$ cat config.mk
export PLATFORM = sky130hd
export DESIGN_NAME = ram_nxm_sync
export DESIGN_NICKNAME = d
export VERILOG_FILES = /design/src/rtl/ram_nxm_sync.sv
export SDC_FILE = /design/constraint.sdc
export NUM_CORES = 1
export LEC_CHECK = 0
export CORE_MARGIN = 2
export CORE_UTILIZATION = 55
export DETAILED_ROUTE_END_ITERATION = 12
export DONT_BUFFER_PORTS = 1
export HOLD_SLACK_MARGIN = 0.1
export PLACE_DENSITY = 0.77
export SETUP_SLACK_MARGIN = 0.4
export SYNTH_ARGS = -nofsm -noshare
export SYNTH_HDL_FRONTEND = slang
export SYNTH_SLANG_ARGS = --single-unit
$ cat constraint.sdc
create_clock -name CLK_ -period 2.5 [get_ports CLK_]
set_input_delay 0.25 -clock CLK_ [delete_from_list [all_inputs] [get_ports CLK_]]
set_output_delay 0.25 -clock CLK_ [all_outputs]
set_load 0.03 [all_outputs]
$ cat src/rtl/ram_nxm_sync.sv
// Single-port DEPTH x WIDTH synchronous RAM with a registered 1-cycle read,
// a read-valid strobe, a reject strobe, and a hardware clear sweep started by CLR.
module ram_nxm_sync #(
  parameter int WIDTH = 8,
  parameter int DEPTH = 4,
  parameter int AW    = 2
) (
  input  logic             CLK_,
  input  logic             CLR,
  input  logic             EN,
  input  logic             R_W_,
  input  logic [AW-1:0]    ADDR_,
  input  logic [WIDTH-1:0] data_in,
  output logic [WIDTH-1:0] data_out,
  output logic             rd_valid,
  output logic             busy,
  output logic             err
);

  typedef enum logic {CLEAR, IDLE} state_t;

  localparam logic [AW:0]   DEPTH_W  = (AW+1)'(DEPTH);
  localparam logic [AW-1:0] LAST_PTR = AW'(DEPTH - 1);

  state_t           state_q, state_d;
  logic [AW-1:0]    ptr_q, ptr_d;
  logic [WIDTH-1:0] data_out_q, data_out_d;
  logic             rd_valid_q, rd_valid_d;
  logic             busy_q, busy_d;
  logic             err_q, err_d;

  logic             mem_we;
  logic [AW-1:0]    mem_waddr;
  logic [WIDTH-1:0] mem_wdata;
  logic [WIDTH-1:0] mem [DEPTH];
  logic             in_range;

  // Only needed when DEPTH is not a power of two; otherwise always true.
  assign in_range = ({1'b0, ADDR_} < DEPTH_W);

  always_comb begin
    state_d    = state_q;
    ptr_d      = ptr_q;
    data_out_d = data_out_q;
    rd_valid_d = 1'b0;
    busy_d     = busy_q;
    err_d      = 1'b0;
    mem_we     = 1'b0;
    mem_waddr  = ADDR_;
    mem_wdata  = data_in;
    if (!CLR) begin
      case (state_q)
        CLEAR: begin
          mem_we    = 1'b1;
          mem_waddr = ptr_q;
          mem_wdata = '0;
          ptr_d     = ptr_q + AW'(1);
          err_d     = EN;
          if (ptr_q == LAST_PTR) begin
            state_d = IDLE;
            busy_d  = 1'b0;
            ptr_d   = '0;
          end
        end
        IDLE: begin
          if (EN) begin
            if (!in_range) begin
              err_d = 1'b1;
            end else if (R_W_) begin
              mem_we = 1'b1;
            end else begin
              data_out_d = mem[ADDR_];
              rd_valid_d = 1'b1;
            end
          end
        end
        default: state_d = CLEAR;
      endcase
    end
  end

  always_ff @(posedge CLK_) begin
    if (CLR) begin
      state_q    <= CLEAR;
      ptr_q      <= '0;
      data_out_q <= '0;
      rd_valid_q <= 1'b0;
      busy_q     <= 1'b1;
      err_q      <= 1'b0;
    end else begin
      state_q    <= state_d;
      ptr_q      <= ptr_d;
      data_out_q <= data_out_d;
      rd_valid_q <= rd_valid_d;
      busy_q     <= busy_d;
      err_q      <= err_d;
    end
  end

  // Storage has no reset; the sweep is the only way it gets zeroed.
  always_ff @(posedge CLK_) begin
    if (mem_we) begin
      mem[mem_waddr] <= mem_wdata;
    end
  end

  assign data_out = data_out_q;
  assign rd_valid = rd_valid_q;
  assign busy     = busy_q;
  assign err      = err_q;

endmodule

Yosys cells after proc, flatten, opt, wreduce, memory -nomap -nowiden --
Memories as Yosys holds them, arrays and structs flattened. A register that Yosys moved wholly into a read port is not among the register bits. Index checks and enable logic that the tools add are counted. Widths: inputs -> output; s select.
Storage, ports and cells: bits in registers 6, memory bits (writable) 32, bits of input ports 14, output and inout bits 11, logic and storage cells 29, memories 1
Memory list:
- mem | words 4, width 8, rd ports 1, clocked after Yosys merged registers in 1, wr ports 1, line 35 | logic [WIDTH-1:0] mem [DEPTH];
Cells by class: $add $sub $neg 1, eq/ne operators 1, multiplexer cells 15, bitwise gates (word level) 3, reductions and logical operators 3
Operator list (number):
- $mux 8 | 2
- $mux 1 | 8
- $mux 2 | 3
- $pmux 1 s2 | 2
- $not 1->1 | 3
- $reduce_and 3->1 | 1
- $reduce_or 3->1 | 1
- $add 2x1->2 const B | 1
- $eq 2x2->1 const B | 1
- $reduce_and 2->1 | 1

Logic depth before layout (Yosys ltp) --
word-level depth 6, gate-level depth with buffers 3, gate-level depth less buffers 3

Worst setup path before layout --
OpenSTA, ideal clock, no wires.
kind register to register, from reg state_q, to mem mem[0][0] (enable), setup time 0.419 ns, arrival 2.056 ns, required time 2.081 ns, path slack 0.024 ns, stages on the path, launching flop included 3, clock period less this slack 2.476 ns, cell sequence dfxtp_1 > or2_2 > a2111oi_0
Between the ends: word-level cells in the longest chain between the ends 5, elaborated cells between the ends (all ways) 7, classes of those cells 6 x mux; 1 x bitwise
RTL lines:
- start, declared | line 25 | state_t state_q, state_d;
- start signal, assigned | line 91 | state_q <= state_d;
- $not 1->1 (no source line)
- $pmux 1 s2 | line 52 | case (state_q)
- $mux 1 | line 51 | if (!CLR) begin
- $mux 1 | line 102 | if (mem_we) begin
- $mux 1 (not written as such) | line 103 | mem[mem_waddr] <= mem_wdata;
- end, declared | line 35
Several ways; a longest one is shown, not always the timed one.

Worst setup path after layout --
from reg state_q, to mem mem[3][5] (enable)
The elaborated chain is that of the path after synthesis.

==> out/results.txt <==
Outcome -> finished, final reports clean
Routability cong. -> 0.738
Syn_nets -> 125
Post-route ant nets -> 0
CP Launch Type -> flop
Area delta synth->final -> 8.13%
Num rows -> 20
Final hold vios -> 0
Class of the worst hold path -> in2reg
Mapped Avg Cell Area -> 16.5 um^2
Number of synthesis warnings -> 0
CTS Buf Count -> 5
Die Area -> 3780 um^2
Hold depth -> 2
Post-cts resize count -> 0
Post-synth ARST share -> 0
Die Y-Extent -> 61.5 um
Vias in the first global route -> 940
Post-Route WL -> 2950 um
Crit. End Element -> flop
Max-Cap Viols -> 0
Pleak -> 0.669 nW
Post-route setup TNS -> 0 ns
Wire per inst -> 18.0 um
Total Routing Usage GR -> 0.187
Core Footprint -> 3100 um^2
Worst Max-Slew Pin Slew -> 0.743 ns
H-tree depth -> 2
VDD IR max -> 0.000403 V
Number of DRC markers in iteration 0 -> 40
Endpoints failing setup -> 0
Final period demand of the worst path -> 1.87 ns
Final worst-path cycle share -> 0.746
Synth cell types -> 31
Die X -> 61.5 um
Port Buf Inserts -> 0
Netlist Area Pre-Place -> 1820 um^2
Yosys reg bits -> 46
Largest net degree at the start of global routing -> 20
CTS max path bufs -> 2
CTS Hold Bufs -> 2
Final nets -> 134
Clock root buffer -> clkbuf_4
Fmax -> 536 MHz
Post-Place Worst Slack -> 0.653 ns
Setup Buffers After CTS -> 0
Total congestion overflow -> 0
WHS -> 0.123 ns
CTS Sinks -> 46
DRC -> 0
R2r worst-path depth -> 3
Via count -> 961
Register area share after synthesis -> 0.684
Top Ports -> 25
RSZ-0062 raised after global routing -> no
Proportion of layout cells with a drive suffix above 1 -> 0.183
Pre-antenna DRT Iters -> 4
EDFF count, synth -> 32
Clock slew at reported path FFs -> 0.11 ns
Fin. max-slew vios -> 0
First-pass GRT wire length -> 4600 um
Rel. slew slack -> 0.503
Power Density -> 719 nW/um^2
Most used DFF post-synth -> edfxtp_1
Antenna Cells -> 0
CP required -> 2.57 ns
Initial Utilization -> 0.585
Final worst setup slack -> 0.635 ns
Final Skew -> 0.00725 ns
CP Max Fanout -> 16
Arrival time worst endpoint -> 1.93 ns
Crit path kind -> reg2reg
Vias/cell -> 5.86
Clk_lat worst skew -> 0.35 ns
Mapped Cells -> 110
Utilization after layout -> 0.633
TritonCTS clock tree -> yes
Initial antenna violation count -> 0
## kinds of logic (layout without fill, tap and decap cells)
| group | count (synthesis) | after routing | share of synthesized area |
|---|---|---|---|
| AOI/OAI and AO/OA | 16 | 16 | 0.0724 |
| DFF | 46 | 46 | 0.684 |
| muxes | 9 | 9 | 0.105 |
| buffers and inverters | 6 | 16 | 0.0193 |
| and+or+nand+nor | 32 | 32 | 0.113 |
| adders and majority gates | 1 | 1 | 0.00689 |
## critical path: stages (launching register included)
cell	delay, ns
dfxtp_1	0.46
or3b_2	0.54
a221oi_1	0.34
buf_4	0.24
## sequential cells by signal, summed over array words and instances (netlist names)
signal and count:
ptr_q 2, rd_valid 1, busy 1, err 1, mem 32, state_q 1
data_out 8
## layer usage
metal,vias up,global-route usage,part of all wire,routed length [um]
met5,-,0,0,0
met1,465,0.233,0.43,1250
li1,449,-,-,-
met4,0,0.100,0.0098,29
met2,42,0.295,0.47,1400
met3,5,0.0588,0.090,264
## cell type report
| cell class | count | area, um^2 |
|---|---|---|
| fill | 243 | 1140 |
| timing repair buffer | 8 | 67.6 |
| clock buffer | 8 | 48.8 |
| tap | 44 | 55.1 |
| multi-input combinational | 58 | 551 |
| sequential | 46 | 1240 |
## Yosys cell counts, types with 2 or more instances
cell	n	share of area
edfxtp_1	32	0.53
clkbuf_1	3	0.0062
a22o_1	8	0.039
dfxtp_1	14	0.15
mux4_2	8	0.099
a221oi_1	2	0.0097
nand2b_1	2	0.0069
and2b_1	5	0.021
nor2b_1	11	0.038
nor2_1	4	0.0083
## per-stage QoR
stage	total power, mW	instances	area (um^2)
after floorplan	1.07	110	1830
after global placement	1.09	153	1880
after detailed placement	1.11	153	1880
after CTS	1.42	163	1950
after global routing	1.49	164	1960
final	1.41	164	1960
## cells in the final DEF (no fill, tap or decap)
| cell | instances |
|---|---|
| a2111oi_2 | 2 |
| a21o_1 | 1 |
| a21oi_1 | 1 |
| a221oi_1 | 2 |
| a22o_1 | 8 |
| and2_1 | 1 |
| and2b_1 | 5 |
| buf_4 | 5 |
| clkbuf_1 | 3 |
| clkbuf_4 | 5 |
| dfxtp_1 | 14 |
| dlygate4sd3_1 | 3 |
| edfxtp_1 | 32 |
| ha_1 | 1 |
| mux2i_1 | 1 |
| mux4_2 | 8 |
| nand2_1 | 1 |
| nand2b_1 | 2 |
| nand3b_1 | 1 |
| nand4_1 | 1 |
| nand4b_1 | 1 |
| nor2_1 | 4 |
| nor2b_1 | 11 |
| nor3b_1 | 1 |
| nor4bb_1 | 1 |
| o21a_1 | 1 |
| o21ai_0 | 1 |
| or2_2 | 1 |
| or3_1 | 1 |
| or3b_2 | 1 |
## path summary, 6_finish.rpt
kind / start / end / slack [ns]
worst min-delay path: CLR / rd_valid / 0.12
worst max-delay path: state_q / mem[3][5] / 0.63
worst min register to register: ptr_q[0] / ptr_q[0] / 0.53
worst max register to register: state_q / mem[3][5] / 0.63
## report_power, final
part / total [mW] / internal, mW / switching, mW
clock: 0.320 / 0.112 / 0.207
combinational: 0.162 / 0.0808 / 0.0811
sequential: 0.929 / 0.888 / 0.0415
Note: power is estimated with default switching activity, not from simulation.
